--- src/rtl/lu_ctrl.sv ---
// Sequencing front-end for the logic unit: accepts one command, iterates the
// unit with its result fed back as operand a, and returns the final result.
module lu_ctrl #(
  parameter int W     = 4,
  parameter int REP_W = 3
) (
  input  logic             clk,
  input  logic             rst,
  input  logic             cmd_valid,
  output logic             cmd_ready,
  input  logic [2:0]       cmd_op,
  input  logic [W-1:0]     cmd_a,
  input  logic [W-1:0]     cmd_b,
  input  logic [REP_W-1:0] cmd_rep,
  output logic [W-1:0]     lu_a,
  output logic [W-1:0]     lu_b,
  output logic [2:0]       lu_sel,
  input  logic [W-1:0]     lu_out,
  output logic             res_valid,
  input  logic             res_ready,
  output logic [W-1:0]     res_data,
  output logic             res_err
);

  localparam logic [2:0] OP_ILLEGAL = 3'd7;

  typedef enum logic [1:0] {IDLE, EXEC, DONE} state_t;

  state_t           state_q, state_d;
  logic [W-1:0]     a_q, a_d;
  logic [W-1:0]     b_q, b_d;
  logic [2:0]       op_q, op_d;
  logic [REP_W-1:0] cnt_q, cnt_d;
  logic [W-1:0]     res_data_q, res_data_d;
  logic             res_err_q, res_err_d;

  always_ff @(posedge clk) begin
    if (rst) begin
      state_q    <= IDLE;
      a_q        <= '0;
      b_q        <= '0;
      op_q       <= '0;
      cnt_q      <= '0;
      res_data_q <= '0;
      res_err_q  <= 1'b0;
    end else begin
      state_q    <= state_d;
      a_q        <= a_d;
      b_q        <= b_d;
      op_q       <= op_d;
      cnt_q      <= cnt_d;
      res_data_q <= res_data_d;
      res_err_q  <= res_err_d;
    end
  end

  // An illegal opcode skips EXEC entirely and reports straight from DONE.
  always_comb begin
    state_d = state_q;
    case (state_q)
      IDLE: if (cmd_valid) state_d = (cmd_op == OP_ILLEGAL) ? DONE : EXEC;
      EXEC: if (cnt_q == '0) state_d = DONE;
      DONE: if (res_ready) state_d = IDLE;
      default: state_d = IDLE;
    endcase
  end

  always_comb begin
    a_d        = a_q;
    b_d        = b_q;
    op_d       = op_q;
    cnt_d      = cnt_q;
    res_data_d = res_data_q;
    res_err_d  = res_err_q;
    case (state_q)
      IDLE: begin
        if (cmd_valid) begin
          if (cmd_op == OP_ILLEGAL) begin
            res_data_d = '0;
            res_err_d  = 1'b1;
          end else begin
            a_d       = cmd_a;
            b_d       = cmd_b;
            op_d      = cmd_op;
            cnt_d     = cmd_rep;
            res_err_d = 1'b0;
          end
        end
      end
      EXEC: begin
        // The unit's result becomes operand a, so each cycle chains one more step.
        a_d = lu_out;
        if (cnt_q == '0) res_data_d = lu_out;
        else             cnt_d      = cnt_q - REP_W'(1);
      end
      default: ;
    endcase
  end

  always_comb begin
    cmd_ready = (state_q == IDLE);
    res_valid = (state_q == DONE);
    lu_a      = a_q;
    lu_b      = b_q;
    lu_sel    = op_q;
    res_data  = res_data_q;
    res_err   = res_err_q;
  end

endmodule
--- config.mk ---
export PLATFORM = sky130hd
export DESIGN_NAME = lu_ctrl
export DESIGN_NICKNAME = d
export VERILOG_FILES = /design/src/rtl/lu_ctrl.sv
export SDC_FILE = /design/constraint.sdc
export NUM_CORES = 1
export LEC_CHECK = 0
export CORE_UTILIZATION = 46
export DETAILED_ROUTE_END_ITERATION = 12
export MAX_ROUTING_LAYER = met4
export PLACE_DENSITY = 0.84
export SLEW_MARGIN = 20
export SYNTH_ARGS = -nofsm -noshare
export SYNTH_HDL_FRONTEND = slang
export SYNTH_SLANG_ARGS = --single-unit
--- constraint.sdc ---
create_clock -name clk -period 3.75 [get_ports clk]
set_clock_uncertainty 0.15 [all_clocks]
set_input_delay 0.5625 -clock clk [delete_from_list [all_inputs] [get_ports clk]]
set_output_delay 0.5625 -clock clk [all_outputs]
set_load 0.02 [all_outputs]
==> results.cfg <==
[sta]
finalMaxSlewViolations = 0
fmaxAchievable_mhz = 424.6
setup_viol = 0
slew_headroom_pct = 47.04
tns_ps = 0
holdWs_ps = 320.0
hold_violations = 0
grt_setup_unrepaired = no
tightest_slew_ps = 791.0
fin_crit_ps = 2355
fin_crit_sh_pct = 62.80

[yosys]
synth_ff_type = dfxtp_1
ys_seq_area_share_pct = 40.83
ys_ff_latch = 21
ys_types = 33
syn_inst = 114
postSynth.asyncResetShare_pct = 0
synth_common_cells = dfxtp_1, nand2_1, a21oi_1
synth-edff-count = 0
synth_area_um2 = 1030
synth_most_common_cell = dfxtp_1
yosys-top-cells-area = dfxtp_1, a21oi_1, nand2_1, mux2i_1, nand3_1
synthesis.nets = 138
synth_warnings = 0
yosysTopAreaCell = dfxtp_1
avgSynthCellArea_um2 = 9.033
yosysTopAreaCellShare_pct = 40.83

[die]
fp.dieW_um = 49.32
die_area_um2 = 2432
num_io_pins = 40
start_util_pct = 50.43
fp-row-count = 16
core_area_um2 = 2042
die_y_um = 49.32

[grt]
grt_pass1_vias = 993
grtUsageTotal_pct = 22.61
globalRouteOverflowTotal = 0
grt_max_degree = 16
grt_pass1_wl_um = 4209
antenna_found_initial = 0

[detailed_routing]
drtIter0Drc = 16
dr.pass1.iters = 4
wl_per_cell_um = 13.78
viasPerCell = 5.435
drc_errors = 0
vias = 962
ant_nets = 0
wirelength_um = 2439

[critical_path]
cp-startpoint = state_q[1]
regToRegEndpoint = cnt_q[2]
reg2reg_from = state_q[0]
worstPathMaxFanout = 8
critPathBufInv = 1
cp-start-kind = flop
crit_path_end = res_valid
cpMaxStageDelayCell = clkdlybuf4s50_1
crit_path_cell_trace = nor2b_1 > clkdlybuf4s50_1
required_ps = 3040
worst-r2r-cell-count = 3
worstSetupPathType = flop to output port
cpPeakStageDelay_ps = 630
cp-end-kind = output port
path_delay_family = buffers and inverters
path_depth = 2
arrival_ps = 1640
rrSetupSlack_ps = 1840

[clock_network]
h-tree-depth = 1
cts_root_buffer = clkbuf_4
clk_pin_slew_ps = 120
cts_tree = built
clk_latency_ps = 300
cts_resized = 0
postCtsHoldBufs = 0
clockBufferDepth = 2
post_cts_buffers = 0
clock-sinks = 21
cts_buffers = 3

[power]
irDropWorstVdd_uv = 288.8
power.density_nw_per_um2 = 393.4
p_leak_uw = 0.0005462

[finish]
post-route-util_pct = 70.40
area_growth_pct = 39.61
drive_gt1_share_pct = 10.67
seqCellArea_um2 = 420.4
finalInstanceArea_um2 = 1438
n_antenna_cell = 0
nets = 175
fillers = 170
multi_input_area_um2 = 554.3

[place]
hpwl_um = 1848
port_buffers = 39
dpl_cell_area_um2 = 1410
gp_congestion = 0.7417

[status]
status = finished, final reports clean

[run]
max_cap_violations = 0

[hold_path]
hold_class = flop to flop
[cell type report]
type,instances,share of cell area (%)
inverter,3,0.7833
clock inverter,1,0.3481
tap,27,2.350
multi-input combinational,83,38.56
timing repair buffer,39,27.15
clock buffer,3,1.567
sequential,21,29.24
[power by group]
| part | leakage (µW) | switching, µW | internal, µW |
|---|---|---|---|
| logic | 0.000356 | 98.0 | 95.1 |
| clock network | 0.0000177 | 69.0 | 39.7 |
| registers | 0.000173 | 18.2 | 246 |
[stage by stage]
step           instances  worst slack (ps)  power, µW
2_1_floorplan        114              2208      388.3
3_3_place_gp         173              1410      456.8
3_5_place_dp         173              1278      461.4
4_1_cts              177              1398      566.9
5_1_grt              177              1326      596.2
6_report             177              1395      565.6
[state kept, by name (all words and copies together), names as in the netlist]
name,flops
lu_sel,3
lu_b,4
cnt_q,3
state_q,2
lu_a,4
res_data,4
res_err,1
[cell usage in the layout, fill, tap and decap left out, types with 2 or more instances in the layout]
cell type and count:
nand2_1 14, nand3_1 9, a311oi_1 3, nor3_1 3
dfxtp_1 21, clkdlybuf4s50_1 39, o21ai_0 2, a21oi_1 13
nor2_1 6, inv_1 3, ha_1 2, nor2b_1 3
nand2b_1 2, o21ai_2 4, clkbuf_4 3, mux2i_1 5
o211ai_1 3
[routing by layer]
layer  track usage (%)  wire [µm]
met4             5.882          6
met3             3.738        151
met1             26.58       1111
met2             39.50       1169
met5                 -          0
[kinds of logic after synthesis]
| kind of cell | synth area share (%) |
|---|---|
| xor gates and xnor gates | 0.8507 |
| adders and majority gates | 2.430 |
| AOI/OAI and AO/OA | 22.84 |
| and+or+nand+nor | 22.84 |
| DFF | 40.83 |
| muxes | 4.860 |
| buffers and inverters | 5.346 |
[worst reg2reg max path, delay by kind of cell, from the launching register on]
family / cells / cell delay (ps)
AOI/OAI and AO/OA: 2 / 520
and+or+nand+nor: 1 / 700
DFF: 1 / 460
[how the worst min path moves through the flow]
stage / end / start / cells past startpoint
floorplan: cnt_q[1] / cnt_q[1] / 2
global placement: lu_b[1] / lu_b[1] / 2
detailed placement: lu_b[3] / lu_b[3] / 2
CTS: lu_b[3] / lu_b[3] / 2
global route: res_data[3] / res_data[3] / 2
finish: lu_b[3] / lu_b[3] / 2
Note: power is estimated with default switching activity, not from simulation.
